**config.mk**
```make
export PLATFORM = sky130hd
export DESIGN_NAME = sim_serial_out_capture
export DESIGN_NICKNAME = d
export VERILOG_FILES = /design/src/rtl/sim_serial_out_capture.sv
export SDC_FILE = /design/constraint.sdc
export NUM_CORES = 1
export LEC_CHECK = 0
export BUFFER_PORTS_ARGS = -buffer_cell sky130_fd_sc_hd__buf_2
export CORE_ASPECT_RATIO = 0.5
export CORE_UTILIZATION = 25
export CTS_BUF_LIST = sky130_fd_sc_hd__clkbuf_4 sky130_fd_sc_hd__clkbuf_8 sky130_fd_sc_hd__clkbuf_16
export DETAILED_ROUTE_END_ITERATION = 16
export PLACE_DENSITY = 0.49
export SETUP_SLACK_MARGIN = 0.4
export SYNTH_ARGS = -nofsm -noshare
export SYNTH_HDL_FRONTEND = slang
export SYNTH_SLANG_ARGS = --single-unit
```
**constraint.sdc**
```tcl
create_clock -name clk -period 6.07 [get_ports clk]
set_input_delay 0.9105 -clock clk [delete_from_list [all_inputs] [get_ports clk]]
set_output_delay 0.9105 -clock clk [all_outputs]
set_load 0.05 [all_outputs]
```
**src/rtl/sim_serial_out_capture.sv**
```systemverilog
// sim_serial_out_capture
//   Clocked simulation model of CHANNELS independent chains of CHIPS_PER_CH
//   cascaded 74lv595 shift/storage registers. Captures the panel serial bus
//   into parallel words and adds frame-length checking, frame counting and a
//   bus-idle indicator.
//
//   Optional build macro: SERIAL_CAPTURE_CHANGE_EN
//     defined   -> frame_changed pulses with frame_valid when the latched
//                  word differs from the previously latched word
//     undefined -> frame_changed is tied low
//
// Ports
//   clk           system clock
//   reset         asynchronous, active-high reset
//   ser_srclk     shift clock (synchronous to clk)
//   ser_rclk      storage/latch clock (synchronous to clk)
//   ser_data      one serial data bit per chain
//   par_data      latched words, chain c at [c*W +: W], W = 8*CHIPS_PER_CH
//   frame_valid   one-cycle pulse when par_data updates
//   frame_err     pulse with frame_valid when the frame had != W shifts
//   frame_count   latch events since reset (wraps)
//   shift_count   srclk rises since the last latch (saturates at 255)
//   idle          no rclk rise for IDLE_CYCLES clk cycles
//   frame_changed change pulse (see macro above)
module sim_serial_out_capture #(
  parameter int CHANNELS     = 4,
  parameter int CHIPS_PER_CH = 2,
  parameter int IDLE_CYCLES  = 255
) (
  input  logic                               clk,
  input  logic                               reset,
  input  logic                               ser_srclk,
  input  logic                               ser_rclk,
  input  logic [CHANNELS-1:0]                ser_data,
  output logic [CHANNELS*8*CHIPS_PER_CH-1:0] par_data,
  output logic                               frame_valid,
  output logic                               frame_err,
  output logic [15:0]                        frame_count,
  output logic [7:0]                         shift_count,
  output logic                               idle,
  output logic                               frame_changed
);

  localparam int          W        = 8 * CHIPS_PER_CH;
  localparam logic [15:0] IDLE_MAX = 16'(IDLE_CYCLES);

  logic                              s_srclk, s_srclk_d;
  logic                              s_rclk, s_rclk_d;
  logic [CHANNELS-1:0]               s_data;
  logic                              rise_sr, rise_rc;
  logic [CHANNELS-1:0][W-1:0]        sr;
  logic [CHANNELS-1:0][W-1:0]        par_q;
  logic [15:0]                       idle_cnt;

  // Input sampling; the delayed copies start at 0 after reset.
  always_ff @(posedge clk or posedge reset) begin
    if (reset) begin
      s_srclk   <= 1'b0;
      s_srclk_d <= 1'b0;
      s_rclk    <= 1'b0;
      s_rclk_d  <= 1'b0;
      s_data    <= '0;
    end else begin
      s_srclk   <= ser_srclk;
      s_srclk_d <= s_srclk;
      s_rclk    <= ser_rclk;
      s_rclk_d  <= s_rclk;
      s_data    <= ser_data;
    end
  end

  always_comb begin
    rise_sr = s_srclk & ~s_srclk_d;
    rise_rc = s_rclk & ~s_rclk_d;
  end

  // Shift registers: newest bit enters at bit 0 (QA side of the cascade).
  always_ff @(posedge clk or posedge reset) begin
    if (reset) begin
      sr <= '0;
    end else if (rise_sr) begin
      for (int unsigned c = 0; c < CHANNELS; c++) begin
        sr[c] <= {sr[c][W-2:0], s_data[c]};
      end
    end
  end

  // Storage stage. On a tied srclk/rclk rise the latch takes the pre-shift
  // contents, which falls out of both blocks reading the same old sr.
  always_ff @(posedge clk or posedge reset) begin
    if (reset) begin
      par_q       <= '0;
      frame_valid <= 1'b0;
      frame_err   <= 1'b0;
      frame_count <= '0;
    end else begin
      frame_valid <= rise_rc;
      frame_err   <= rise_rc && (int'(shift_count) != W);
      if (rise_rc) begin
        par_q       <= sr;
        frame_count <= frame_count + 16'd1;
      end
    end
  end

  // A shift coinciding with a latch belongs to the new frame.
  always_ff @(posedge clk or posedge reset) begin
    if (reset) begin
      shift_count <= '0;
    end else if (rise_rc) begin
      shift_count <= rise_sr ? 8'd1 : 8'd0;
    end else if (rise_sr && shift_count != 8'hFF) begin
      shift_count <= shift_count + 8'd1;
    end
  end

  always_ff @(posedge clk or posedge reset) begin
    if (reset) begin
      idle_cnt <= '0;
    end else if (rise_rc) begin
      idle_cnt <= '0;
    end else if (idle_cnt != IDLE_MAX) begin
      idle_cnt <= idle_cnt + 16'd1;
    end
  end

  assign idle     = (idle_cnt == IDLE_MAX);
  assign par_data = par_q;

`ifdef SERIAL_CAPTURE_CHANGE_EN
  // par_q still holds the previous frame when the new one is latched.
  always_ff @(posedge clk or posedge reset) begin
    if (reset) begin
      frame_changed <= 1'b0;
    end else begin
      frame_changed <= rise_rc && (sr != par_q);
    end
  end
`else
  assign frame_changed = 1'b0;
`endif

endmodule
```
Word level (Yosys, flattened, before mapping):

Cells that the tools add are included.

* bits of input ports: 8
* output and inout bits: 92
* logic and storage cells: 38
* flip-flop bits (word level): 178

* bitwise operators: 4
* add/sub/neg operators: 3
* eq/ne operators: 4
* mux-type cells: 5
* reductions and logical operators: 4

Operator list (number)
* $add 16x1->16 const B: 2
* $mux 16: 2
* $eq 16x8->1 const B: 1
* $mux 8: 2
* $ne 16x8->1 const B: 1
* $add 8x1->8 const B: 1
* $ne 8x6->1 const B: 1
* $ne 8x8->1 const B: 1
* $reduce_bool 2->1: 2
* $and 1x1->1: 2
* $logic_and 1x1->1: 2
* $not 1->1: 2
* $mux 1: 1

Logic depth before layout (Yosys ltp):

* word-level depth: 5
* gate-level depth with buffers: 7
* mapped depth without buffers: 6

Least setup slack after synthesis:

No wires, ideal clock.

* path kind: flip-flop to output port
* from: reg idle_cnt[9]
* to: out idle
* arrival time: 1.492 ns
* setup slack: 3.668 ns
* stages on the path, launching flop included: 4
* path buffers: 0
* cells stage by stage: dfrtp_1 > nor4_1 > nand4_1 > inv_1

* word-level cells in the longest chain between the ends: 1

RTL lines
* start, declared: RTL line 53 `logic [15:0] idle_cnt;`
* start signal, assigned: RTL line 123 `idle_cnt <= idle_cnt + 16'd1;`
* $eq 16x8->1: RTL line 127 `assign idle = (idle_cnt == IDLE_MAX);`
* end, declared: RTL line 40 `output logic idle,`

Every way passes these cells.

Final worst setup path:

Same ends and word-level chain as after synthesis.

==> results.py <==
metrics = {
    "sta": {
        "fin_setup_tns_ns": 0,
        "hold_violations": 0,
        "finalSetupViolCount": 0,
        "final.period_utilization": 0.523,
        "holdWs_ns": 0.425,
        "min_period_ns": 3.18,
        "setup_ws_ns": 2.89,
        "relSlewSlack": 0.309,
        "finClkSkew_ns": 0.0156,
        "tightest_slew_ns": 1.04,
        "finalMaxSlewViolations": 0,
        "timing.fmax_ghz": 0.315,
        "rsz0062_at_grt": "no",
    },
    "setup_path": {
        "endpoint_kind": "output pin",
        "critPathKind": "reg -> out",
        "critPathMaxFanout": 6,
        "path_buf_inv": 2,
        "critPathMaxStageDelay_ns": 0.51,
        "reg2reg_depth": 6,
        "cp_data_required_time_ns": 5.16,
        "slowest_stage": "nor4_1",
        "path_depth": 4,
        "startpoint_type": "register",
        "rrSetupSlack_ns": 3.69,
        "critical_path.cell_chain": "nor4_1, nand4_1, inv_1, buf_2",
        "cp_top_family": "simple AND/OR/NAND/NOR gates",
        "arrival_ns": 2.27,
    },
    "cells_and_area": {
        "fin_cells": 1226,
        "area_delta_synth_final_pct": 21.0,
        "drive_above_1_share": 0.173,
        "num_antenna_cells": 0,
        "nets": 851,
    },
    "synth": {
        "synth.distinct_cells": 42,
        "syn_inst": 751,
        "synthTopCellsByCount": "nand2_1, dfrtp_1, clkbuf_1",
        "syn_avg_cell_area_sq_um": 9.33,
        "synth_top_cell_area_share": 0.635,
        "synth-simple-area-share": 0.273,
        "synth_compound_area_frac": 0.0350,
        "yosys_warnings": 0,
        "syn_area_sq_mm": 0.00701,
        "yosysTopAreaCell": "dfrtp_1",
        "synth-xor-area-share": 0.0250,
        "yosysSeqAreaShare": 0.635,
        "synth_adder_area_share": 0.00714,
        "ys_seq_elements": 178,
        "synthMuxAreaShare": 0.00143,
        "synth_ff_type": "dfrtp_1",
        "synthTopCellsByArea": "dfrtp_1, nand2_1, xnor2_1",
        "synth_top_family_by_area": "simple AND/OR/NAND/NOR gates",
        "synth_edf_count": 0,
        "synth.most_common_cell": "nand2_1",
        "synth_fp_nets": 763,
        "async_flop_share": 1.00,
    },
    "placement": {
        "gp_congestion": 0.767,
        "io_buffers": 98,
        "dpl.cell_count": 1194,
        "pre_cts_ws_ns": 3.39,
        "dpl.hpwl_mm": 9.59,
    },
    "clock_tree": {
        "cts_setup_buffers": 0,
        "clk_latency_ns": 0.43,
        "post_cts_resized": 0,
        "ctsHoldBuffers": 0,
        "numCtsBuffers": 17,
        "clock-sinks": 178,
        "cts_tree": "yes",
        "cts.reportedPaths.clkPinSlew_ns": 0.07,
        "htreeDepth": 4,
        "clock_path_buffers": 2,
        "cts_root_buffer": "clkbuf_16",
    },
    "worst_hold_path": {
        "holdCritPathClass": "reg -> reg",
        "holdPathStages": 0,
    },
    "pwr": {
        "switching_share": 0.364,
        "powerDensity_mw_per_mm2": 394,
        "intPower_mw": 2.12,
        "p_leak_nw": 4.58,
        "peakVddDrop_mv": 0.193,
        "p_clk_frac": 0.323,
        "seqPwrFrac": 0.458,
        "p_switching_mw": 1.22,
        "combPwrFrac": 0.219,
    },
    "drt": {
        "ant_nets": 0,
        "initialDrtViolationCount": 371,
        "first_pass_iters": 4,
        "drc": 0,
        "viasPerCell": 4.21,
        "wl_per_cell_um": 12.8,
        "vias": 5163,
        "routed_wirelength_mm": 15.7,
    },
    "grt": {
        "grt_pass1_vias": 5092,
        "grt_start_max_net_pins": 179,
        "grt_pass1_wl_mm": 26.2,
        "antenna_found_initial": 0,
        "overflow": 0,
        "grt_use_total": 0.115,
    },
    "floorplan": {
        "die_x_um": 239,
        "ios": 100,
        "initial_core_util": 0.260,
        "rows": 42,
        "core_sq_mm": 0.0270,
        "die_area_sq_mm": 0.0288,
        "die_h_um": 120,
    },
    "flow_run": {
        "drv_cap": 0,
    },
    "status": {
        "status": "completed",
    },
}
==> power groups by stage <==
stage / Combinational (mW) / Sequential, mW / Clock (mW)
final: 0.731 / 1.53 / 1.08
after global routing: 0.795 / 1.56 / 1.17
after CTS: 0.745 / 1.53 / 1.11
after detailed placement: 0.743 / 1.55 / 0
after global placement: 0.739 / 1.55 / 0
after floorplan: 0.216 / 1.87 / 0
==> per-layer routing <==
metal,share of wire,routed length (um),vias to the layer above,track usage
li1,-,-,2567,-
met1,0.47,7470,2544,0.148
met2,0.50,7790,43,0.191
met3,0.021,330,9,0.0304
met4,0.0088,138,0,0.0308
met5,0,0,-,0
==> flip-flops by register name, indices dropped and copies added, names as in the netlist, 4 cells and up <==
signal	flops
frame_count	16
idle_cnt	16
par_data	64
s_data	4
shift_count	8
sr	64
==> through the flow <==
step	power [mW]	cell area, sq um	utilization
3_3_place_gp	2.29	7900	0.293
4_1_cts	3.39	8480	0.315
6_report	3.34	8480	0.315
2_1_floorplan	2.09	7010	-
5_1_grt	3.52	8480	0.315
3_5_place_dp	2.30	7900	0.293
==> cell usage in the layout, fill, tap and decap left out, drive strengths merged, types with 9 or more instances in the layout <==
| cell type | synthesis | routed |
|---|---|---|
| nand2 | 404 | 404 |
| dfrtp | 178 | 178 |
| buf | 6 | 102 |
| clkbuf | 27 | 18 |
| nor2 | 15 | 15 |
| nand3 | 15 | 15 |
| xnor2 | 14 | 14 |
| inv | 6 | 11 |
| a21oi | 9 | 9 |
==> cells by family after synthesis <==
family | Yosys count
other | 1
adder cells (fa/ha/maj) | 4
flip-flops | 178
AO/OA/AOI/OAI | 36
multiplexers | 1
XOR/XNOR | 20
AND/OR/NAND/NOR | 471
buffers and inverters | 40
==> final timing paths <==
path,from,endpoint
worst max-delay path,idle_cnt[9],idle
worst min-delay path,s_rclk,s_rclk_d
worst max register to register,s_rclk_d,frame_count[9]
worst min register to register,s_rclk,s_rclk_d
max in group asynchronous,reset,par_data[30]
min in group asynchronous,reset,frame_valid
==> worst register-to-register path, stage by stage (launching register included) <==
cell      delay, ns
dfrtp_1        0.36
nand2b_2       0.18
inv_2          0.57
buf_4          0.55
nand4_1        0.29
nor2_1         0.19
xor2_1         0.15
==> area by class of cell <==
type                    count  area (sq um)
fillers                  2837         18500
flip-flops and latches    178          4450
multi-input cells         533          2410
repair buffers            102           533
well taps                 374           468
clock buffers              18           433
clock inverters            14           150
inverters                   7          30.0
No activity file was read; power rests on OpenSTA's default activity.
